### src/rtl/mips_pkg.sv
// Shared constants for the MIPS data-memory preload path: default widths
// and the loader FSM state encoding.
package mips_pkg;

  localparam int ADDR_W_DEF = 8;
  localparam int DATA_W_DEF = 32;

  localparam logic [2:0] ST_IDLE   = 3'd0;
  localparam logic [2:0] ST_LOAD   = 3'd1;
  localparam logic [2:0] ST_VERIFY = 3'd2;
  localparam logic [2:0] ST_DONE   = 3'd3;
  localparam logic [2:0] ST_ERROR  = 3'd4;

endpackage

### src/rtl/dmem_loader_ctr.sv
// Loadable up-counter with a terminal-count flag. Used as the write index
// and the read index of the preload engine.
module dmem_loader_ctr #(
  parameter int W = 9
) (
  input  logic         clk,
  input  logic         reset,
  input  logic         load,
  input  logic [W-1:0] load_val,
  input  logic         inc,
  input  logic [W-1:0] term,
  output logic [W-1:0] cnt,
  output logic         tc
);

  logic [W-1:0] cnt_q, cnt_d;

  // Next count: load takes priority over increment.
  always_comb begin
    cnt_d = cnt_q;
    if (load) begin
      cnt_d = load_val;
    end else if (inc) begin
      cnt_d = cnt_q + W'(1);
    end
  end

  // Count register.
  always_ff @(posedge clk or negedge reset) begin
    if (!reset) begin
      cnt_q <= '0;
    end else begin
      cnt_q <= cnt_d;
    end
  end

  assign cnt = cnt_q;
  assign tc  = (cnt_q == term);

endmodule

### src/rtl/dmem_loader.sv
// Data-memory preload engine: streams words into consecutive addresses,
// reads the window back, compares sums, and releases the CPU on success.
//
// state  | meaning
// IDLE   | waiting for start, CPU held
// LOAD   | accepting stream words, one registered write per handshake
// VERIFY | reading the window back and summing read data
// DONE   | image verified, CPU released
// ERROR  | range or checksum failure, CPU held
module dmem_loader
  import mips_pkg::*;
#(
  parameter int ADDR_W    = ADDR_W_DEF,
  parameter int DATA_W    = DATA_W_DEF,
  parameter int MAX_WORDS = 256
) (
  input  logic              clk,
  input  logic              reset,
  input  logic              start,
  input  logic [ADDR_W-1:0] base_addr,
  input  logic [ADDR_W:0]   word_count,
  input  logic              in_valid,
  input  logic [DATA_W-1:0] in_data,
  output logic              in_ready,
  output logic              mem_we,
  output logic              mem_re,
  output logic [ADDR_W-1:0] mem_addr,
  output logic [DATA_W-1:0] mem_wdata,
  input  logic [DATA_W-1:0] mem_rdata,
  output logic              cpu_hold,
  output logic              busy,
  output logic              done,
  output logic              error,
  output logic [DATA_W-1:0] checksum
);

  localparam int CNT_W = ADDR_W + 1;
  localparam logic [ADDR_W+1:0] MEM_SIZE = {2'b01, {ADDR_W{1'b0}}};
  localparam logic [CNT_W-1:0]  MAX_CNT  = CNT_W'(MAX_WORDS);

  logic [2:0]        state_q, state_d;
  logic [ADDR_W-1:0] base_q, base_d;
  logic [CNT_W-1:0]  count_q, count_d;
  logic [DATA_W-1:0] checksum_q, checksum_d;
  logic [DATA_W-1:0] rsum_q, rsum_d;
  logic              we_q, we_d;
  logic [ADDR_W-1:0] waddr_q, waddr_d;
  logic [DATA_W-1:0] wdata_q, wdata_d;
  logic              re_prev_q, re_prev_d;

  logic [CNT_W-1:0]  wr_cnt, rd_cnt;
  logic              wr_tc, rd_tc;
  logic              idx_load;
  logic              hs;
  logic [ADDR_W+1:0] end_addr;
  logic              range_bad;
  logic [DATA_W-1:0] rsum_sum;
  logic              unused_msb;

  // Widened so base+count cannot wrap before the range compare.
  assign end_addr  = {2'b00, base_addr} + {1'b0, word_count};
  assign range_bad = (end_addr > MEM_SIZE) || (word_count > MAX_CNT);

  assign in_ready  = (state_q == ST_LOAD) && !wr_tc;
  assign hs        = in_valid && in_ready;
  assign mem_re    = (state_q == ST_VERIFY) && !rd_tc;
  assign mem_we    = we_q;
  assign mem_wdata = wdata_q;
  assign mem_addr  = mem_re ? (base_q + rd_cnt[ADDR_W-1:0]) : waddr_q;
  assign rsum_sum  = rsum_q + mem_rdata;
  assign cpu_hold  = (state_q != ST_DONE);
  assign busy      = (state_q == ST_LOAD) || (state_q == ST_VERIFY);
  assign done      = (state_q == ST_DONE);
  assign error     = (state_q == ST_ERROR);
  assign checksum  = checksum_q;

  // Index MSBs only matter for the terminal-count compare inside the counters.
  assign unused_msb = wr_cnt[ADDR_W] ^ rd_cnt[ADDR_W];

  dmem_loader_ctr #(.W(CNT_W)) u_wr_ctr (
    .clk      (clk),
    .reset    (reset),
    .load     (idx_load),
    .load_val ('0),
    .inc      (hs),
    .term     (count_q),
    .cnt      (wr_cnt),
    .tc       (wr_tc)
  );

  dmem_loader_ctr #(.W(CNT_W)) u_rd_ctr (
    .clk      (clk),
    .reset    (reset),
    .load     (idx_load),
    .load_val ('0),
    .inc      (mem_re),
    .term     (count_q),
    .cnt      (rd_cnt),
    .tc       (rd_tc)
  );

  // FSM next state, write staging and checksum accumulation.
  always_comb begin
    state_d    = state_q;
    base_d     = base_q;
    count_d    = count_q;
    checksum_d = checksum_q;
    rsum_d     = rsum_q;
    waddr_d    = waddr_q;
    wdata_d    = wdata_q;
    we_d       = 1'b0;
    re_prev_d  = mem_re;
    idx_load   = 1'b0;
    case (state_q)
      ST_IDLE, ST_DONE, ST_ERROR: begin
        if (start) begin
          base_d     = base_addr;
          count_d    = word_count;
          checksum_d = '0;
          rsum_d     = '0;
          idx_load   = 1'b1;
          if (range_bad) begin
            state_d = ST_ERROR;
          end else if (word_count == '0) begin
            state_d = ST_DONE;
          end else begin
            state_d = ST_LOAD;
          end
        end
      end
      ST_LOAD: begin
        if (hs) begin
          we_d       = 1'b1;
          waddr_d    = base_q + wr_cnt[ADDR_W-1:0];
          wdata_d    = in_data;
          checksum_d = checksum_q + in_data;
        end
        // Leave only after the final registered write has been presented.
        if (we_q && wr_tc) begin
          state_d = ST_VERIFY;
        end
      end
      ST_VERIFY: begin
        if (re_prev_q) begin
          rsum_d = rsum_sum;
        end
        // Extra cycle after the last read collects its data before deciding.
        if (rd_tc) begin
          state_d = (rsum_sum == checksum_q) ? ST_DONE : ST_ERROR;
        end
      end
      default: state_d = ST_IDLE;
    endcase
  end

  // State and datapath registers.
  always_ff @(posedge clk or negedge reset) begin
    if (!reset) begin
      state_q    <= ST_IDLE;
      base_q     <= '0;
      count_q    <= '0;
      checksum_q <= '0;
      rsum_q     <= '0;
      we_q       <= 1'b0;
      waddr_q    <= '0;
      wdata_q    <= '0;
      re_prev_q  <= 1'b0;
    end else begin
      state_q    <= state_d;
      base_q     <= base_d;
      count_q    <= count_d;
      checksum_q <= checksum_d;
      rsum_q     <= rsum_d;
      we_q       <= we_d;
      waddr_q    <= waddr_d;
      wdata_q    <= wdata_d;
      re_prev_q  <= re_prev_d;
    end
  end

endmodule

### config.mk
export PLATFORM = sky130hd
export DESIGN_NAME = dmem_loader
export DESIGN_NICKNAME = d
export VERILOG_FILES = /design/src/rtl/mips_pkg.sv /design/src/rtl/dmem_loader_ctr.sv /design/src/rtl/dmem_loader.sv
export SDC_FILE = /design/constraint.sdc
export NUM_CORES = 1
export LEC_CHECK = 0
export ABC_AREA = 1
export CAP_MARGIN = 25
export CORE_AREA = 4 4 120 179
export CTS_CLUSTER_DIAMETER = 100
export DETAILED_ROUTE_END_ITERATION = 8
export DIE_AREA = 0 0 124 183
export PLACE_DENSITY = 0.95
export SYNTH_ARGS = -nofsm -noshare
export SYNTH_HDL_FRONTEND = slang
export SYNTH_SLANG_ARGS = --single-unit
### constraint.sdc
create_clock -name clk -period 4.3 [get_ports clk]
set_clock_uncertainty 0.15 [all_clocks]
set_input_delay 0.43 -clock clk [delete_from_list [all_inputs] [get_ports clk]]
set_output_delay 0.43 -clock clk [all_outputs]
set_load 0.1 [all_outputs]
### After elaboration in Yosys (flattened, before gate mapping)

Index checks and enable logic that the tools add are counted.

| word-level totals | value |
|---|---|
| memories | 0 |
| input bits | 85 |
| latch bits | 0 |
| logic and storage cells | 74 |
| memory bits (writable) | 0 |
| bits in registers | 144 |
| ROM bits | 0 |

| operators by class | value |
|---|---|
| shifts and indexed selects | 0 |
| multiply operators | 0 |
| order comparisons | 2 |
| divide/modulo/power cells | 0 |
| multiplexer cells | 21 |
| add/subtract/negate cells | 7 |
| eq/ne operators | 13 |
| reductions and logical operators | 20 |
| bitwise operators | 0 |

Operators with widths:

| kind | number |
|---|---|
| $pmux 32 s2 | 2 |
| $mux 32 | 3 |
| $add 32x32->32 | 2 |
| $mux 9 | 4 |
| $eq 32x32->1 | 1 |
| $add 9x1->9 const B | 2 |
| $eq 9x9->1 | 2 |
| $add 8x8->8 | 2 |
| $mux 3 | 5 |
| $add 8x9->10 | 1 |
| $gt 10x9->1 const B | 1 |
| $gt 9x9->1 const B | 1 |
| $logic_not 9->1 | 1 |
| $pmux 3 s3 | 1 |
| $reduce_and 3->1 | 3 |
| $mux 8 | 1 |
| $ne 2x2->1 const B | 4 |
| $reduce_bool 2->1 | 4 |
| $eq 3x2->1 const B | 2 |
| $logic_and 1x1->1 | 4 |
| $mux 1 | 4 |
| $reduce_and 2->1 | 2 |
| $eq 3x1->1 const B | 1 |
| $eq 3x3->1 const B | 1 |
| 7 further kinds | 9 |

### Depth between registers and ports, before layout

Gate-level depths: netlist of the first run.

| depth | value |
|---|---|
| depth after elaboration | 6 |
| gate-level depth with buffers | 22 |
| mapped depth without buffers | 22 |

### By module

From an unflattened synthesis of the first run, not the netlist that was laid out.

| unflattened totals | value |
|---|---|
| cell total of the unflattened synthesis | 1898 |
| area total of the unflattened synthesis | 12201.7 µm² |

Modules (own cells, without submodules):

| module | cells each | instances | area each (µm²) |
|---|---|---|---|
| dmem_loader | 1680 | 1 | 10782.8 |
| dmem_loader_ctr | 109 | 2 | 709.4 |

### Worst setup path before layout of the first run

No wires, ideal clock.

| path | value |
|---|---|
| path kind | register to output |
| from | register u_rd_ctr.cnt_q[4], in the netlist u_rd_ctr.cnt[4] |
| to | output mem_addr[0] |
| stages on the path, launching flop included | 10 |
| arrival | 3.890 ns |
| setup slack | -0.170 ns |
| buffers on the path | 1 |
| cells stage by stage | dfrtp_1 > inv_1 > nand2_1 > nand2_1 > nor4_1 > nand4_1 > nand2_1 > buf_2 > inv_1 > o21ai_0 |

| on the way | value |
|---|---|
| longest elaborated chain between the ends | 4 |

RTL lines:

| what | RTL line | RTL |
|---|---|---|
| start, declared | dmem_loader_ctr.sv:16 | `logic [W-1:0] cnt_q, cnt_d;` |
| start signal, assigned | dmem_loader_ctr.sv:33 | `cnt_q <= cnt_d;` |
| $eq 9x9->1 | dmem_loader_ctr.sv:38 | `assign tc = (cnt_q == term);` |
| $logic_not 1->1 | dmem_loader.sv:66 | `assign mem_re = (state_q == ST_VERIFY) && !rd_tc;` |
| $logic_and 1x1->1 | dmem_loader.sv:66 |  |
| via mem_re | dmem_loader.sv:26 | `output logic mem_re,` |
| $mux 8 | dmem_loader.sv:69 | `assign mem_addr = mem_re ? (base_q + rd_cnt[ADDR_W-1:0]) : waddr_q;` |
| end, declared | dmem_loader.sv:27 | `output logic [ADDR_W-1:0] mem_addr,` |

The timed path passes the listed nets, and every way through them passes these cells.

### Worst setup path after layout of the first run

| path | value |
|---|---|
| from | register u_wr_ctr.cnt_q[0], in the netlist u_wr_ctr.cnt[0] |
| to | output in_ready |

| on the way | value |
|---|---|
| longest elaborated chain between the ends | 3 |

RTL lines:

| what | RTL line | RTL |
|---|---|---|
| start, declared | dmem_loader_ctr.sv:16 |  |
| start signal, assigned | dmem_loader_ctr.sv:33 |  |
| $eq 9x9->1 | dmem_loader_ctr.sv:38 |  |
| $logic_not 1->1 | dmem_loader.sv:64 | `assign in_ready = (state_q == ST_LOAD) && !wr_tc;` |
| $logic_and 1x1->1 | dmem_loader.sv:64 |  |
| end, declared | dmem_loader.sv:24 | `output logic in_ready,` |

No other way between the ends.

==> results.yml, run 1 <==
global_routing:
  antenna_found_initial: 0
  grt.met1_usage_pct: 39.4
  grt_pass1_vias: 12800
  grt_util_all_layers_pct: 35.7
  grt_max_degree: 92
  gr-max-usage-layer: "met2"
  met2_usage_pct: 60.6
  overflow: 0
  grt_use_met3_pct: 4.84
  grt_pass1_wl_um: 62900
clock_tree:
  cts_made_buffers: 17
  htree_levels: 4
  cts_tree: "built"
  clock_latency_ps: 450
  clkSinkCount: 144
  worst_setup_hold_path_clk_slew_ps: 60
  clockBufferDepth: 2
  root_buffer: "clkbuf_16"
setup_path:
  cp_slowest_cell: "clkdlybuf4s50_1"
  cp_max_fo: 6
  crit_top_cell: "nand2_1"
  end_kind: "output pin"
  path_class: "reg -> out"
  crit_chain: "nand2_1 -> inv_1 -> o21ai_0 -> nor4_1 -> nand2_1 -> nand2_1 -> inv_1 -> clkdlybuf4s50_1"
  cp.arrival_ps: 3020
  max_stage_delay_ps: 1140
  required_ps: 3720
  worstSetupStartpointType: "register"
floorplan:
  rows: 63
  dieWidth_um: 124
  initial_core_util_pct: 59.7
  ioPinCount: 164
  coreArea_um2: 19800
  dieHeight_um: 183
  dieArea_um2: 22700
final_layout:
  antennaDiodeCount: 0
  final_common_cell: "nand2_1"
  layout-drive-gt1-share_pct: 5.08
  syn_to_final_growth_pct: 21.9
  utilization_pct: 72.8
  most-common-layout-cells: "nand2_1, inv_1, clkdlybuf4s50_1"
  fin_nets: 2114
  num-fill-cells: 1531
timing:
  finalSetupViolCount: 0
  hold_viol: 0
  setup_slack_ps: 703
  slew_viol_final: 0
  worstMarginPinSlew_ps: 1070
  period_share_pct: 83.6
  grt_setup_unrepaired: "no"
  relSlewSlack_pct: 28.5
  clock.fmax_mhz: 278
  layout_min_cycle_time_ps: 3600
detailed_routing:
  drt_iter0_markers: 1051
  dr_total_vias: 12700
  ant_nets: 0
  wl_um: 39400
  post_drt_wl_per_cell_um: 17.8
  dr.pass1.iters: 6
  routed_via_density: 5.74
  drc: 0
placed_design:
  dpl.hpwl_um: 30400
  pre_cts_ws_ps: 884
  io_buffers: 163
  gp_congestion: 1.06
synth:
  synth_cell_types: 46
  synth_seq_cells: 144
  synth.net_count: 1952
  avgSynthCellArea_um2: 6.65
  syn_inst: 1776
  yosys.area.top_type: "dfrtp_1"
  seq_area_frac_synth_pct: 30.5
  synth-edff-count: 0
  yosys-top-cells-area: "dfrtp_1, nand2_1, ha_1"
  yosys.area.top_type_share_pct: 30.5
  synth_top_flop_cell: "dfrtp_1"
  yosysWarnings: 0
  async_flop_share_pct: 100
  netlist_area_um2: 11800
outcome:
  status: "completed"
power_and_ir_drop:
  ir_drop_mv: 0.709
  p_leak_nw: 7.63
  powerDensity_nw_per_um2: 717
job:
  drv_cap: 0
min_path:
  hold_path_class: "reg -> reg"
-- final timing paths --
path / startpoint / end / slack [ps] / cells after the start
max: u_wr_ctr.cnt[0] / in_ready / 700 / 8
min: mem_wdata[29] / mem_wdata[29] / 330 / 2
max reg2reg: u_wr_ctr.cnt[0] / checksum[2] / 1060 / 9
min reg2reg: mem_wdata[29] / mem_wdata[29] / 330 / 2
max in group asynchronous: reset / mem_wdata[6] / 2470 / 3
min in group asynchronous: reset / rsum_q[31] / 490 / 2
-- layer usage --
metal  vias up  routed length, µm
met3       219               2520
li1       6027                  -
met4         0               3460
met5         -                  0
met2       613              19200
met1      5821              14200
-- kinds of logic (layout without fill, tap and decap cells) --
| kind of cell | count (synthesis) | in the layout | synth area share [%] |
|---|---|---|---|
| and+or+nand+nor | 932 | 932 | 33.0 |
| buffers and inverters | 295 | 468 | 9.48 |
| AOI/OAI and AO/OA | 250 | 250 | 11.9 |
| DFF | 144 | 144 | 30.5 |
| adders and majority gates | 91 | 91 | 9.96 |
| xor gates and xnor gates | 64 | 64 | 5.13 |
-- cell type report --
class | instances | area, µm² | area share, %
inverters | 266 | 998 | 6.93
clock inverters | 9 | 226 | 1.57
repair buffers | 172 | 1680 | 11.7
well taps | 260 | 325 | 2.26
clock buffers | 21 | 480 | 3.34
multi-input cells | 1337 | 7080 | 49.2
flip-flops and latches | 144 | 3600 | 25.0
-- state kept, by name, indices dropped and copies added, names as in the netlist --
name and cells:
re_prev_q 1, u_wr_ctr.cnt 9, mem_we 1, u_rd_ctr.cnt 9, mem_wdata 32, state_q 3
count_q 9, rsum_q 32, waddr_q 8, checksum 32, base_q 8
-- per-stage QoR --
step	hold WS, ps	power [mW]	setup TNS [ps]	cell area (µm²)	instances
6_report	332	10.3	0	14400	2209
4_1_cts	332	10.3	0	14400	2209
3_3_place_gp	312	8.27	0	13700	2178
2_1_floorplan	-15.6	6.76	-511	11800	1776
3_5_place_dp	314	8.39	0	13700	2178
5_1_grt	357	10.9	0	14400	2209
-- cell usage after synthesis, types with 4 or more instances --
cell type  number
nand3_2        13
nand2_2        26
ha_1           86
nor4_1          7
o22ai_1        16
xnor2_1        21
xor2_1         40
a21oi_1        83
a21o_1          4
clkbuf_1       20
o21ai_0       104
nand4_1        15
a32o_1          9
o21a_1          7
nand3_1       108
o211ai_1        5
inv_1         262
nand2_1       594
dfrtp_1       144
nor3_1         13
a31oi_1         7
nor2_1        146
buf_1           4
buf_2           4
fa_1            5
-- critical path, delay by kind of cell (launching register included) --
| kind | cells | cell delay, ps |
|---|---|---|
| compound gates | 1 | 440 |
| flops | 1 | 470 |
| buf+inv | 3 | 1260 |
| simple gates | 4 | 420 |
-- what timing repair did --
item,CTS,global route
buffers inserted,0,0
resized for setup,0,0
hold buffers,1,0
endpoints found under the hold margin,48,0
-- report_power, final --
group / switching [mW] / internal [mW]
logic: 4.63 / 1.65
registers: 0.435 / 1.79
clock network: 0.619 / 1.20
total: 5.68 / 4.65
(Power assumes the default switching activity.)
==> inputs of run 2 (changes only) <==
CORE_AREA = 4 4 123 184   (was 4 4 120 179)
DIE_AREA = 0 0 127 188   (was 0 0 124 183)
PLACE_DENSITY = 0.91   (was 0.95)
clock period = 3.6 ns   (was 4.3 ns; I/O delays follow)
==> results.yml, run 2 (same netlist as run 1, synthesis figures left out) <==
placed_design:
  dpl.hpwl_um: 30400
  pre_cts_ws_ps: 242
  io_buffers: 163
  gp_congestion: 0.991
  dpl_cell_area_um2: 13800
detailed_routing:
  wl_um: 39000
  dr.pass1.iters: 6
  drc: 0
  ant_nets: 0
  dr_total_vias: 12700
  post_drt_wl_per_cell_um: 17.6
  drt_iter0_markers: 961
  routed_via_density: 5.71
final_layout:
  syn_to_final_growth_pct: 22.0
  layout-drive-gt1-share_pct: 5.63
  fin_nets: 2117
  final_common_cell: "nand2_1"
  most-common-layout-cells: "nand2_1, inv_1, clkdlybuf4s50_1"
  antennaDiodeCount: 0
  design_area_um2: 14400
min_path:
  hold_path_class: "reg -> reg"
  hold_path_depth: 2
  hold_start: "mem_wdata[29]"
  min_to: "mem_wdata[29]"
setup_path:
  cp.arrival_ps: 2910
  r2r_start: "rsum_q[0]"
  rr_endpoint: "state_q[1]"
  cp_max_fo: 4
  ff2ff_setup_slack_ps: 580
  reg2reg_depth: 20
  worstSetupStartpointType: "register"
  end_kind: "output pin"
  path_class: "reg -> out"
  required_ps: 3090
  crit_start: "u_rd_ctr.cnt[0]"
global_routing:
  grt_max_degree: 66
  overflow: 0
  grt_pass1_vias: 12900
  grt_pass1_wl_um: 62500
  antenna_found_initial: 0
  grt_util_all_layers_pct: 32.9
job:
  drv_cap: 0
clock_tree:
  ctsHoldBuffers: 1
  clkSinkCount: 144
  htree_levels: 4
  cts_tree: "built"
  worst_setup_hold_path_clk_slew_ps: 70
  clock_latency_ps: 440
  cts_made_buffers: 17
  clockBufferDepth: 2
  root_buffer: "clkbuf_16"
  post_cts.repair.setup_buffers: 0
  cts_resized: 0
timing:
  hold_viol: 0
  clock.fmax_mhz: 293
  layout_min_cycle_time_ps: 3420
  relSlewSlack_pct: 29.8
  worstMarginPinSlew_ps: 1050
  setup_slack_ps: 182
  slew_viol_final: 0
  grt_setup_unrepaired: "no"
  period_share_pct: 94.9
  finalSetupViolCount: 0
floorplan:
  initial_core_util_pct: 56.3
  dieArea_um2: 23900
  dieHeight_um: 188
  rows: 65
  ioPinCount: 164
  coreArea_um2: 21000
  dieWidth_um: 127
outcome:
  status: "completed"
power_and_ir_drop:
  ir_drop_mv: 0.849
  powerDensity_nw_per_um2: 844
  p_leak_nw: 7.63
  power_mw: 12.2
-- run 2: cell types whose count changed in the layout (fill, tap and decap cells not counted), moves of 3 or more --
cell and delta:
o21ai_1 +3, clkdlybuf4s50_1 -4, o21ai_0 -5, inv_6 +3, clkbuf_8 -4, bufinv_16 -3
buf_12 +4
-- run 2: metal layers --
layer	share of wire [%]	GRT usage (%)	vias to the layer above
met3	6.4	4.79	201
li1	-	-	6038
met4	7.9	23.1	0
met5	0	0	-
met2	51	58.3	601
met1	35	35.2	5845
-- run 2: worst max-delay path by stage --
stage / to / slack (ps)
final: mem_addr[6] / 180
after global routing: mem_addr[6] / 10
after CTS: mem_addr[6] / 180
after detailed placement: state_q[1] / 240
after global placement: state_q[2] / 310
after floorplan: mem_addr[1] / -170
-- run 2: area by class of cell --
cell class | count | area, µm²
clock inverter | 15 | 205
multi-input combinational | 1337 | 7090
sequential | 144 | 3600
clock buffer | 17 | 425
inverter | 266 | 998
timing repair buffer | 175 | 1750
fill | 1751 | 6580
tap | 268 | 335
-- run 2: report_power, final --
group | internal, mW | switching, mW
sequential | 2.13 | 0.528
combinational | 2.05 | 5.51
clock | 1.17 | 0.777
-- run 2: critical path: stages (launching register included) --
cell and delay (ps):
dfrtp_1 430, ha_1 210, inv_1 70, fa_1 400
o21ai_0 430, a21oi_1 120, nor2_1 120, nor2_1 60
xor2_1 130, o21ai_1 170, buf_4 320
-- run 2: through the flow --
| step | instances | util (%) | TNS, ps | hold slack [ps] |
|---|---|---|---|---|
| final | 2222 | 68.7 | 0 | 330 |
| after global routing | 2222 | 68.7 | 0 | 357 |
| after CTS | 2222 | 68.7 | 0 | 332 |
| after detailed placement | 2189 | 65.6 | 0 | 248 |
| after global placement | 2188 | 65.5 | 0 | 242 |
| after floorplan | 1776 | - | -571 | -85.6 |
